`src/rtl/uart_tx_serializer_pkg.sv`:
```
// Shared definitions for the UART TX serializer: state encoding, line levels
// and parity-type encoding.
package uart_tx_serializer_pkg;

    localparam logic [2:0] ST_IDLE   = 3'd0;
    localparam logic [2:0] ST_START  = 3'd1;
    localparam logic [2:0] ST_DATA   = 3'd2;
    localparam logic [2:0] ST_PARITY = 3'd3;
    localparam logic [2:0] ST_STOP   = 3'd4;

    typedef enum logic [2:0] {
        IDLE   = ST_IDLE,
        START  = ST_START,
        DATA   = ST_DATA,
        PARITY = ST_PARITY,
        STOP   = ST_STOP
    } tx_state_e;

    localparam logic START_BIT  = 1'b0;
    localparam logic STOP_BIT   = 1'b1;
    localparam logic IDLE_LEVEL = 1'b1;

    localparam logic EVEN = 1'b0;
    localparam logic ODD  = 1'b1;

endpackage

```
`src/rtl/uart_tx_parity_calc.sv`:
```
// Combinational parity generator for one UART payload word.
module uart_tx_parity_calc
    import uart_tx_serializer_pkg::*;
#(
    parameter int DATA_WIDTH = 8
) (
    input  logic [DATA_WIDTH-1:0] data,
    input  logic                  par_typ,
    output logic                  par_bit
);

    always_comb begin
        par_bit = ^data;
        case (par_typ)
            EVEN: par_bit = ^data;
            ODD:  par_bit = ~^data;
        endcase
    end

endmodule

```
`src/rtl/uart_tx_serializer.sv`:
```
// UART transmit serializer: start/data/optional parity/stop framing, one bit per CLK.
// Define UART_TX_BACK2BACK_EN to let a byte offered during STOP start the next frame with no idle gap.
module uart_tx_serializer
    import uart_tx_serializer_pkg::*;
#(
    parameter int DATA_WIDTH = 8
) (
    input  logic                  CLK,
    input  logic                  RST,
    input  logic [DATA_WIDTH-1:0] P_DATA,
    input  logic                  DATA_VALID,
    input  logic                  PAR_EN,
    input  logic                  PAR_TYP,
    output logic                  TX_OUT,
    output logic                  Busy
);

    localparam int CNT_W = (DATA_WIDTH > 1) ? $clog2(DATA_WIDTH) : 1;
    localparam logic [CNT_W-1:0] LAST_BIT = CNT_W'(DATA_WIDTH - 1);

    tx_state_e             state;
    tx_state_e             state_next;
    logic [DATA_WIDTH-1:0] shift_reg;
    logic [DATA_WIDTH-1:0] shift_next;
    logic [DATA_WIDTH-1:0] data_q;
    logic [DATA_WIDTH-1:0] data_next;
    logic [CNT_W-1:0]      bit_cnt;
    logic [CNT_W-1:0]      cnt_next;
    logic                  par_en_q;
    logic                  par_en_next;
    logic                  par_typ_q;
    logic                  par_typ_next;
    logic                  par_bit;
    logic                  accept;
    logic                  tx_next;
    logic                  busy_next;

    uart_tx_parity_calc #(
        .DATA_WIDTH (DATA_WIDTH)
    ) u_parity (
        .data    (data_q),
        .par_typ (par_typ_q),
        .par_bit (par_bit)
    );

    // Outputs are decoded from the next state so the line level and Busy
    // change on the same edge as the state they belong to.
    always_comb begin
        state_next   = state;
        shift_next   = shift_reg;
        data_next    = data_q;
        cnt_next     = bit_cnt;
        par_en_next  = par_en_q;
        par_typ_next = par_typ_q;
        accept       = 1'b0;
        tx_next      = IDLE_LEVEL;
        busy_next    = 1'b0;

        case (state)
            IDLE: begin
                accept = DATA_VALID;
            end
            START: begin
                state_next = DATA;
                cnt_next   = '0;
            end
            DATA: begin
                if (bit_cnt == LAST_BIT) begin
                    state_next = par_en_q ? PARITY : STOP;
                    cnt_next   = '0;
                end else begin
                    shift_next = shift_reg >> 1;
                    cnt_next   = bit_cnt + 1'b1;
                end
            end
            PARITY: begin
                state_next = STOP;
            end
            STOP: begin
`ifdef UART_TX_BACK2BACK_EN
                accept     = DATA_VALID;
                state_next = IDLE;
`else
                state_next = IDLE;
`endif
            end
            default: begin
                state_next = IDLE;
                cnt_next   = '0;
            end
        endcase

        if (accept) begin
            state_next   = START;
            shift_next   = P_DATA;
            data_next    = P_DATA;
            par_en_next  = PAR_EN;
            par_typ_next = PAR_TYP;
            cnt_next     = '0;
        end

        case (state_next)
            START:   tx_next = START_BIT;
            DATA:    tx_next = shift_next[0];
            PARITY:  tx_next = par_bit;
            STOP:    tx_next = STOP_BIT;
            default: tx_next = IDLE_LEVEL;
        endcase
        busy_next = (state_next != IDLE);
    end

    always_ff @(posedge CLK) begin
        if (RST) begin
            state     <= IDLE;
            shift_reg <= '0;
            data_q    <= '0;
            bit_cnt   <= '0;
            par_en_q  <= 1'b0;
            par_typ_q <= EVEN;
            TX_OUT    <= IDLE_LEVEL;
            Busy      <= 1'b0;
        end else begin
            state     <= state_next;
            shift_reg <= shift_next;
            data_q    <= data_next;
            bit_cnt   <= cnt_next;
            par_en_q  <= par_en_next;
            par_typ_q <= par_typ_next;
            TX_OUT    <= tx_next;
            Busy      <= busy_next;
        end
    end

endmodule

```
`config.mk`:
```
export PLATFORM = sky130hd
export DESIGN_NAME = uart_tx_serializer
export DESIGN_NICKNAME = d
export VERILOG_FILES = /design/src/rtl/uart_tx_serializer_pkg.sv /design/src/rtl/uart_tx_parity_calc.sv /design/src/rtl/uart_tx_serializer.sv
export SDC_FILE = /design/constraint.sdc
export NUM_CORES = 1
export LEC_CHECK = 0
export BUFFER_PORTS_ARGS = -buffer_cell sky130_fd_sc_hd__buf_2
export CORE_MARGIN = 4
export CORE_UTILIZATION = 50
export CTS_CLUSTER_DIAMETER = 120
export CTS_CLUSTER_SIZE = 30
export DETAILED_ROUTE_END_ITERATION = 6
export PLACE_DENSITY = 0.82
export RECOVER_POWER = 50
export SYNTH_ARGS = -nofsm -noshare
export SYNTH_HDL_FRONTEND = slang
export SYNTH_SLANG_ARGS = --single-unit
```
`constraint.sdc`:
```
create_clock -name CLK -period 1.6 [get_ports CLK]
set_input_delay 0.16 -clock CLK [delete_from_list [all_inputs] [get_ports CLK]]
set_output_delay 0.16 -clock CLK [all_outputs]
set_load 0.01 [all_outputs]
```
After elaboration in Yosys (flattened, before gate mapping)
Index checks and enable logic that the tools add are counted.
Widths: inputs -> output; s select.
{"block": "totals", "register_bits": 26, "inputBits": 13, "elab_cells": 40, "output_inout_bits": 2}
{"block": "classes", "n_eq_ne": 9, "muxes": 12, "bitwise": 1, "addsub": 1, "n_reduce_logical": 8}
{"operator": "$mux 8", "count": 3}
{"operator": "$eq 3x2->1 const B", "count": 4}
{"operator": "$mux 3", "count": 4}
{"operator": "$pmux 3 s4", "count": 1}
{"operator": "$reduce_xnor 8->1", "count": 1}
{"operator": "$reduce_xor 8->1", "count": 1}
{"operator": "$eq 3x1->1 const B", "count": 2}
{"operator": "$eq 3x3->1 const B", "count": 2}
{"operator": "$pmux 3 s2", "count": 1}
{"operator": "$add 3x1->3 const B", "count": 1}
{"operator": "$logic_not 3->1", "count": 1}
{"operator": "$pmux 1 s3", "count": 1}
{"operator": "$reduce_bool 3->1", "count": 1}
{"operator": "$reduce_or 3->1", "count": 1}
{"operator": "$ne 2x2->1 const B", "count": 1}
{"operator": "$pmux 1 s2", "count": 1}
{"operator": "$reduce_and 2->1", "count": 1}
{"operator": "$reduce_bool 2->1", "count": 1}
{"operator": "$reduce_or 2->1", "count": 1}
{"operator": "$mux 1", "count": 1}
{"operator": "$not 1->1", "count": 1}

Logic depth before layout (Yosys ltp)
Gate-level depths: netlist of run 1.
{"block": "logic_depth", "depth_word": 6, "depth_mapped": 7, "ltp_nobuf": 6}

By module
Synthesis of run 1 repeated with hierarchy kept, for this count alone.
{"block": "hier_totals", "cells_unflattened": 128, "area_unflattened_um2": 1161.1}
{"mod": "uart_tx_serializer", "seq_area_each_um2": 520.5, "area_each_um2": 1078.5, "cells_per_inst": 121, "instances": 1}
{"mod": "uart_tx_parity_calc", "seq_area_each_um2": 0.0, "area_each_um2": 82.6, "cells_per_inst": 7, "instances": 1}

Worst setup path before layout of run 1
No wires, ideal clock.
{"block": "synth_path", "kind": "reg2reg", "startpoint": "reg bit_cnt[0]", "endpoint": "reg shift_reg[0]", "synth_period_minus_slack_ns": 1.602, "n_path_buf": 1, "required_ns": 1.458, "path_stages_with_launch": 7, "path_slack_ns": -0.002, "setup_time_ns": 0.142, "arrival_ns": 1.460, "cell_sequence": "dfxtp_1 ha_1 ha_1 or4b_1 buf_6 nand2_1 a311oi_1"}
{"block": "synth_via", "elab_chain_len": 4}
{"item": "from (decl)", "line_no": "uart_tx_serializer.sv:27", "text": "logic [CNT_W-1:0] bit_cnt;"}
{"item": "from (signal assigned)", "line_no": "uart_tx_serializer.sv:126", "text": "bit_cnt <= cnt_next;"}
{"item": "$eq 3x3->1", "line_no": "uart_tx_serializer.sv:68", "text": "if (bit_cnt == LAST_BIT) begin"}
{"item": "$mux 8", "line_no": "uart_tx_serializer.sv:68"}
{"item": "$mux 8", "line_no": "uart_tx_serializer.sv:59", "text": "case (state)"}
{"item": "$mux 8", "line_no": "uart_tx_serializer.sv:93", "text": "if (accept) begin"}
{"item": "to (signal assigned)", "line_no": "uart_tx_serializer.sv:124", "text": "shift_reg <= shift_next;"}
{"item": "to (decl)", "line_no": "uart_tx_serializer.sv:23", "text": "logic [DATA_WIDTH-1:0] shift_reg;"}
No other way between the ends. The select of a mux whose other input is x is not followed.
A chain may end at the register's enable or synchronous reset.

Worst setup path after layout of run 1
{"block": "layout_path", "startpoint": "reg bit_cnt[0]", "endpoint": "reg bit_cnt[0]"}
{"block": "layout_via", "elab_chain_len": 3, "word_cells_on_any_way": 4, "classes_between": "1 x add/sub; 1 x eq/ne; 2 x mux"}
{"item": "$add 3x1->3 / $eq 3x3->1 (equally long branches)", "line_no": "uart_tx_serializer.sv:73, uart_tx_serializer.sv:68"}
{"item": "$mux 3 (*)", "line_no": "uart_tx_serializer.sv:68"}
{"item": "$pmux 3 s2 (*)", "line_no": "uart_tx_serializer.sv:59"}
Mark *: on every way between the ends. The rest lies on a longest branch, timed or not.

==> impl_metrics.tcl, run 1 <==
set metrics [dict create \
    status "finished, final reports clean" \
    ys_seq_area_frac 0.444 \
    finalSetupTns_ns 0 \
    start_kind "register" \
    grt_max_degree 27 \
    fin_ws_ns 0.0198 \
    power_density_nw_per_um2 919 \
    pre_cts_ws_ns -0.100 \
    intPower_uw 914 \
    num_io_pins 15 \
    drtPass1Iterations 4 \
    drt_wl_total_microns 2420 \
    cts_root_buf "clkbuf_4" \
    drt-vias-per-instance 5.56 \
    dp_hpwl_microns 1620 \
    gp_congestion 0.782 \
    clk_path_buf_depth 2 \
    avgSynthCellArea_sq_um 8.50 \
    syn-cell-area_sq_um 1170 \
    hold_violations 0 \
    ant_nets 0 \
    antenna_found_initial 0 \
    synth_area_leader_cell "dfxtp_1" \
    cp-end-kind "register" \
    wl_per_cell_microns 13.4 \
    period_share 0.988 \
    gr-total-overflow 0 \
    grt_use_total 0.150 \
    hold_class "in2reg" \
    insertion_delay_ns 0.32 \
    whs_path_depth 3 \
    core_region_area_sq_um 2210 \
    area_growth_pct 18.0 \
    n_antenna_cell 0 \
    pwr-share-seq 0.572 \
    syn-num-nets 153 \
    sw_frac_of_total 0.281 \
    maxSlewViolCount 0 \
    switchingPower_uw 358 \
    ctsHtreeMaxLevel 1 \
    critical_path_required_ns 1.86 \
    synth_cells 138 \
    p_comb_frac 0.214 \
    drc 0 \
    portBuffers 14 \
    first_iter_violations 12 \
    ys_warn_count 0 \
    path_class "reg2reg" \
    cts_tree "done" \
    rsz0062_at_grt "true" \
    dieArea_sq_um 3180 \
    drive_gt1_frac 0.261 \
    nFillCells 206 \
    finalSetupViolCount 0 \
    worst-path-max-fanout 5 \
    leakage_uw 0.000519 \
    finalClockSkew_ns 0.00210 \
    synth.top_cell.area_share 0.444 \
    worst_slew_pin_slew_ns 0.497 \
    synth_area_leaders "dfxtp_1 (44%), nand2_1 (11%), a21oi_1 (6.0%), a311oi_1 (5.2%), xnor2_1 (4.5%)" \
    max-vdd-ir-drop_uv 666 \
    maxSlewHeadroom 0.669 \
    initial_utilization 0.530 \
    cts.clk_slew.worst_paths_ns 0.13 \
    cts_buffers 3 \
    die_x_microns 56.4 \
    grt_first_pass_wirelength_microns 3850 \
    cap_violations 0 \
    ys_ff_latch 26 \
    cp.arrival_ns 1.84 \
    cts_sinks 26 \
    max_freq_mhz 633 \
    rows 17 \
    num_vias 1006 \
    pwr-share-clk 0.214 \
    dieHeight_microns 56.4 \
    final_util 0.626 \
    layout.nets 170 \
    r2r_cells 6 \
    ys_types 31 \
    grt_pass1_vias 922 \
    fin_crit_ns 1.58 \
]
==> final timing paths <==
kind / start / end / slack, ns
worst max-delay path: bit_cnt[0] / bit_cnt[0] / 0.02
worst min register to register: data_q[5] / data_q[5] / 0.48
worst min-delay path: PAR_TYP / par_typ_q / 0.07
worst max register to register: bit_cnt[0] / bit_cnt[0] / 0.02
==> power by group through the flow <==
| stage | clock, uW | sequential (uW) | combinational, uW |
|---|---|---|---|
| finish | 272 | 727 | 273 |
| CTS | 285 | 724 | 258 |
| global placement | 0 | 735 | 248 |
| global route | 302 | 733 | 299 |
| detailed placement | 0 | 737 | 255 |
| floorplan | 0 | 733 | 184 |
==> layer usage <==
layer  GRT usage  wire length [microns]  vias up
met5           0                      0        -
met4      0.0712                     48        0
met3      0.0230                     90        5
met2       0.248                   1150       17
met1       0.191                   1130      468
li1            -                      -      516
==> per-stage QoR <==
step,hold slack [ns],area (sq um),power (uW),cells
2_1_floorplan,0.296,1170,917,138
3_3_place_gp,0.404,1290,983,177
3_5_place_dp,0.416,1290,992,177
4_1_cts,0.0556,1320,1270,180
5_1_grt,0.0536,1380,1330,181
6_report,0.0669,1380,1270,181
==> cell type report <==
cell class / instances / area, sq um / share of cell area
clock buffer: 3 / 22.5 / 0.0163
sequential: 26 / 523 / 0.378
timing repair buffer: 21 / 133 / 0.0958
multi-input combinational: 102 / 667 / 0.482
tap: 28 / 35.0 / 0.0253
inverter: 1 / 3.75 / 0.00271
==> worst max-delay path: stages, from the launching register on <==
cell and delay, ns:
dfxtp_2 0.36, ha_4 0.16, ha_4 0.15, or4b_4 0.59
nor2_4 0.13, a21oi_2 0.04, nor3_2 0.09
==> cells in the mapped netlist <==
master and n:
nor4b_1 1, buf_6 2, nand2_1 35, ha_1 2, nor2_1 10, nor3b_2 1, and2b_2 1, nand3_1 1
a211o_1 1, a311oi_1 7, inv_1 1, nand3b_1 1, clkbuf_1 3, or4b_1 1, o211ai_1 1, nor2b_1 2
xnor3_1 1, a22oi_1 2, nor4_1 1, buf_2 4, nor2_2 1, buf_1 1, xnor2_1 6, a21oi_1 14
nor4b_2 1, nor3_1 7, nor3_2 1, dfxtp_1 26, o21ai_0 1, nand4b_1 1, a21o_1 1
==> kinds of logic after synthesis <==
kind of cell	after synthesis	synth area share
compound gates	27	0.149
xor+xnor	7	0.0640
fa+ha+maj	2	0.0213
buf+inv	11	0.0523
flops	26	0.444
simple gates	65	0.269
==> cells in the final DEF (no fill, tap or decap), drive strengths merged <==
cell and n:
nand2 35, a311oi 7, a21oi 14, nand3 1, ha 2, xnor3 1, o211ai 1, a22oi 2
or4b 2, buf 19, xnor2 6, nor3 8, nor4b 2, a21o 1, o21ai 1, nor4 1
nor2 11, nand3b 1, dfxtp 26, inv 1, a211o 1, clkbuf 5, nand4b 1, nor2b 2
and2b 1, nor3b 1
==> repair_timing <==
action,in CTS,in global routing
pin swaps,0,7
endpoints found under the setup margin,9,10
endpoints found under the hold margin,0,0
gates cloned,0,1
resized for setup,3,12
hold buffers,0,0
buffers inserted,0,0
Note: power is estimated with default switching activity, not from simulation.
==> inputs of run 2 (changes only) <==
--- a/config.mk
+++ b/config.mk
@@ -6,8 +6,10 @@
 export NUM_CORES = 1
 export LEC_CHECK = 0
 export BUFFER_PORTS_ARGS = -buffer_cell sky130_fd_sc_hd__buf_2
+export CELL_PAD_IN_SITES_DETAIL_PLACEMENT = 0
+export CELL_PAD_IN_SITES_GLOBAL_PLACEMENT = 2
 export CORE_MARGIN = 4
-export CORE_UTILIZATION = 50
+export CORE_UTILIZATION = 30
 export CTS_CLUSTER_DIAMETER = 120
 export CTS_CLUSTER_SIZE = 30
 export DETAILED_ROUTE_END_ITERATION = 6
==> run 2 against run 1 <==
- core utilization decreased by 24 points
- fmax decreased by 0.31%
- non-clock buffer count increased by 2
- final area increased by 4.3%
- count of clock-buffer cells in the layout increased by 1
- setup slack got worse by 0.0050 ns
- highest routed layer unchanged
==> impl_metrics.tcl, run 2 (synthesized netlist as in run 1, its figures left out) <==
set metrics [dict create \
    worst_slew_pin_slew_ns 0.518 \
    cp.arrival_ns 1.72 \
    maxSlewHeadroom 0.655 \
    dp_hpwl_microns 1760 \
    grt_max_degree 27 \
    initial_utilization 0.315 \
    cap_violations 0 \
    ant_nets 0 \
    finalSetupViolCount 0 \
    wl_per_cell_microns 12.8 \
    cts_hold_buf 0 \
    rsz0062_at_grt "true" \
    layout.nets 171 \
    gp_congestion 0.842 \
    path_class "reg2reg" \
    drt-vias-per-instance 4.91 \
    start_kind "register" \
    grt_use_total 0.113 \
    core_region_area_sq_um 3720 \
    critical_path_required_ns 1.73 \
    area_growth_pct 23.2 \
    worst-path-max-fanout 5 \
    leakage_uw 0.000542 \
    hold_violations 0 \
    clk_path_buf_depth 2 \
    status "finished, final reports clean" \
    num_io_pins 15 \
    rows 22 \
    cts_tree "done" \
    num_vias 996 \
    hold_class "in2reg" \
    hold_ws_ns 0.119 \
    final_util 0.389 \
    first_iter_violations 46 \
    die_x_microns 70.5 \
    drc 0 \
    final_common_cell "nand2_1" \
    dieArea_sq_um 4970 \
    drtPass1Iterations 4 \
    drive_gt1_frac 0.265 \
    max-vdd-ir-drop_uv 495 \
    power_density_nw_per_um2 986 \
    dieHeight_microns 70.5 \
    final_cell_mix "nand2_1 (32), dfxtp_1 (24), a21oi_1 (13)" \
    grt_first_pass_wirelength_microns 4510 \
    period_share 0.991 \
    power_uw 1420 \
    max_freq_mhz 631 \
    insertion_delay_ns 0.27 \
    finalClockSkew_ns 0.00714 \
    r2r_slack_ns 0.01 \
    grt_pass1_vias 983 \
    cts_sinks 26 \
    nFillCells 400 \
    fin_crit_ns 1.59 \
    cp-end-kind "register" \
    gr-total-overflow 0 \
    n_antenna_cell 0 \
    ctsHtreeMaxLevel 1 \
    portBuffers 14 \
    cts_buffers 3 \
    antenna_found_initial 0 \
    cts_root_buf "clkbuf_8" \
    drt_wl_total_microns 2600 \
    maxSlewViolCount 0 \
    cts.clk_slew.worst_paths_ns 0.09 \
]
run 2: cell types whose count changed in the layout (fill, tap and decap cells not counted), sizes merged:
cell / previous run / this run
buf: 19 / 21
clkbuf: 5 / 6
or4b: 2 / 1
run 2: routing by layer:
layer  vias up  track usage  wire [microns]
met1       466        0.150            1310
met2        18        0.169            1150
met3         2       0.0360             116
met4         0       0.0426              29
li1        510            -               -
met5         -            0               0
run 2: worst paths after layout:
check,cells after the start,start,end
worst max-delay path,6,bit_cnt[0],shift_reg[3]
worst min register to register,2,data_q[2],data_q[2]
worst min-delay path,3,PAR_EN,par_en_q
worst max register to register,6,bit_cnt[0],shift_reg[3]
run 2: where the power goes:
part,switching (uW),internal [uW]
clock network,202,220
registers,32.2,695
logic,144,130
total,377,1050
run 2: area by class of cell:
| class | count | area, sq um | area share |
|---|---|---|---|
| inverter | 1 | 3.75 | 0.00260 |
| clock buffer | 4 | 55.1 | 0.0381 |
| multi-input combinational | 101 | 647 | 0.448 |
| tap | 48 | 60.1 | 0.0416 |
| sequential | 26 | 523 | 0.362 |
| timing repair buffer | 23 | 155 | 0.107 |
run 2: metrics by stage:
step                area [sq um]  TNS (ns)  setup WS (ns)  instances
finish                      1440         0         0.0148        203
floorplan                   1170         0         0.0252        138
global route                1440    -0.125        -0.0345        203
global placement            1320         0         0.0172        198
detailed placement          1320  -0.00480       -0.00351        198
CTS                         1400  -0.00147       -0.00147        203
run 2: worst max-delay path: stages (launching register included):
cell,delay (ns)
dfxtp_2,0.35
ha_4,0.16
ha_4,0.15
or4b_4,0.49
buf_6,0.15
nand2_2,0.06
a311oi_2,0.09
run 2: timing repair:
action / CTS / global route
resized for setup: 6 / 10
endpoints found under the setup margin: 6 / 10
cloned: 1 / 0
buffers inserted: 0 / 0
==> inputs of run 3 (changes only) <==
--- a/config.mk
+++ b/config.mk
@@ -5,15 +5,15 @@
 export SDC_FILE = /design/constraint.sdc
 export NUM_CORES = 1
 export LEC_CHECK = 0
-export BUFFER_PORTS_ARGS = -buffer_cell sky130_fd_sc_hd__buf_2
+export BUFFER_PORTS_ARGS = -buffer_cell sky130_fd_sc_hd__buf_4
 export CELL_PAD_IN_SITES_DETAIL_PLACEMENT = 0
 export CELL_PAD_IN_SITES_GLOBAL_PLACEMENT = 2
 export CORE_MARGIN = 4
-export CORE_UTILIZATION = 30
+export CORE_UTILIZATION = 33
 export CTS_CLUSTER_DIAMETER = 120
 export CTS_CLUSTER_SIZE = 30
 export DETAILED_ROUTE_END_ITERATION = 6
-export PLACE_DENSITY = 0.82
+export PLACE_DENSITY = 0.85
 export RECOVER_POWER = 50
 export SYNTH_ARGS = -nofsm -noshare
 export SYNTH_HDL_FRONTEND = slang
==> constraint.sdc (replaced) <==
create_clock -name CLK -period 1.7 [get_ports CLK]
set_input_delay 0.17 -clock CLK [delete_from_list [all_inputs] [get_ports CLK]]
set_output_delay 0.17 -clock CLK [all_outputs]
set_load 0.01 [all_outputs]
==> run 3 against run 2 <==
- wire length down 5.7%
- sequential power down 5.9%
- highest routed layer unchanged
- critical path depth rose by 1
- register-to-register slack better by 0.09 ns
- fmax decreased by 0.53%
- critical path type unchanged
- hold slack worse by 0.046 ns
- flip-flop and latch count did not move
- power fell by 4.9%
- final cell count shrank 2.5%
- sequential share of layout area is 1.7 points higher
==> impl_metrics.tcl, run 3 (synthesized netlist as in run 1, its figures left out) <==
set metrics [dict create \
    clk_path_buf_depth 2 \
    leakage_uw 0.000529 \
    final_cell_mix "nand2_1 (35), dfxtp_1 (26), buf_4 (18)" \
    grt_first_pass_wirelength_microns 4250 \
    wl_per_cell_microns 12.4 \
    n_antenna_cell 0 \
    drc 0 \
    dp_hpwl_microns 1730 \
    cp_common_cell "ha_1" \
    cts_sinks 26 \
    cts_tree "done" \
    start_kind "register" \
    drtPass1Iterations 4 \
    fin_crit_ns 1.59 \
    cp-end-kind "register" \
    antenna_found_initial 0 \
    num_io_pins 15 \
    area_growth_pct 17.0 \
    period_share 0.937 \
    worst-path-buf-inv 1 \
    finalSetupTns_ns 0 \
    max-vdd-ir-drop_uv 302 \
    sw_frac_of_total 0.256 \
    hold_class "in2reg" \
    cp_slowest_cell "dfxtp_1" \
    first_iter_violations 50 \
    ant_nets 0 \
    grt_pass1_vias 942 \
    ff_latch_area_sq_um 520 \
    dieArea_sq_um 4570 \
    maxSlewViolCount 0 \
    gr-total-overflow 0 \
    pwr-share-seq 0.506 \
    grt_use_total 0.124 \
    path_delay_family "compound AO/OA/AOI/OAI gates" \
    cts.clk_slew.worst_paths_ns 0.15 \
    finalSetupViolCount 0 \
    crit_chain "ha_1, ha_1, buf_4, nor2b_1, a211o_1, o21ai_0, o211ai_1" \
    critical_path_required_ns 1.92 \
    layout.nets 168 \
    cts_buffers 3 \
    num_vias 970 \
    finalClockSkew_ns 0.00527 \
    rsz0062_at_grt "true" \
    worst_slew_pin_slew_ns 0.346 \
    switchingPower_uw 346 \
    ctsHtreeMaxLevel 1 \
    fin_ws_ns 0.106 \
    status "finished, final reports clean" \
    multi_input_area_sq_um 594 \
    maxSlewHeadroom 0.769 \
    crit_path_max_incr_delay_ns 0.34 \
    drt-vias-per-instance 4.90 \
    final_common_cell "nand2_1" \
    initial_utilization 0.346 \
    die_x_microns 67.6 \
    power_density_nw_per_um2 987 \
    drt_wl_total_microns 2460 \
    hold_violations 0 \
    drive_gt1_frac 0.184 \
    pre_cts_ws_ns -0.000436 \
    pwr-share-clk 0.319 \
    cp.arrival_ns 1.81 \
    nFillCells 363 \
    path_class "reg2reg" \
    rows 21 \
    cts_root_buf "clkbuf_4" \
    cap_violations 0 \
    core_region_area_sq_um 3390 \
    gp_congestion 0.754 \
    post-cts-setup-buffers 0 \
    worst-path-max-fanout 4 \
    grt_max_degree 27 \
    p_comb_frac 0.175 \
    dieHeight_microns 67.6 \
    insertion_delay_ns 0.33 \
    intPower_uw 1010 \
    portBuffers 14 \
    max_freq_mhz 627 \
    cts_hold_buf 0 \
]
## run 3: cell count changes in the layout (fill, tap and decap cells not counted), sizes merged
cell    previous run  this run
clkbuf             6         5
bufinv             0         1
buf               21        18
## run 3: layout make-up
type / instances / share of cell area
sequential: 26 / 0.380
tap: 46 / 0.0420
multi-input combinational: 101 / 0.433
clock buffer: 3 / 0.0164
clock inverter: 1 / 0.0219
timing repair buffer: 20 / 0.104
inverter: 1 / 0.00274
## run 3: worst min-delay path, delay by kind of cell
kind | cells | cell delay [ns]
AND/OR/NAND/NOR | 1 | 0.05
AO/OA/AOI/OAI | 1 | 0.05
buffers and inverters | 1 | 0.11
## run 3: through the flow
stage                     std cells  power [uW]   util  instance area (sq um)  hold WS [ns]
after CTS                       198        1370  0.407                   1380        0.0651
after global placement          194         934  0.390                   1320         0.427
final                           198        1350  0.405                   1370        0.0736
after floorplan                 138         863      -                   1170         0.306
after detailed placement        194         940  0.390                   1320         0.432
after global routing            198        1430  0.405                   1370        0.0673
## run 3: routing by layer
| layer | share of wire | track usage | vias up |
|---|---|---|---|
| met2 | 0.47 | 0.197 | 18 |
| li1 | - | - | 507 |
| met3 | 0.040 | 0.0216 | 2 |
| met4 | 0.0057 | 0.0532 | 0 |
| met1 | 0.49 | 0.163 | 443 |
| met5 | 0 | 0 | - |
## run 3: timing repair
item | in CTS | in global routing
setup endpoints to repair | 6 | 1
resized for setup | 1 | 0
endpoints found under the hold margin | 0 | 0
pin swaps | 0 | 0
## run 3: path summary, 6_finish.rpt
| path | from | to | slack [ns] | cells after the start |
|---|---|---|---|---|
| min | P_DATA[1] | data_q[1] | 0.07 | 3 |
| min reg2reg | data_q[4] | data_q[4] | 0.48 | 2 |
| max reg2reg | bit_cnt[0] | TX_OUT | 0.11 | 7 |
| max | bit_cnt[0] | TX_OUT | 0.11 | 7 |
## run 3: power groups by stage
stage / Combinational (uW) / Clock [uW] / Sequential [uW]
CTS: 244 / 445 / 685
detailed placement: 242 / 0 / 698
global placement: 237 / 0 / 697
finish: 237 / 433 / 684
floorplan: 173 / 0 / 690
global route: 272 / 464 / 690
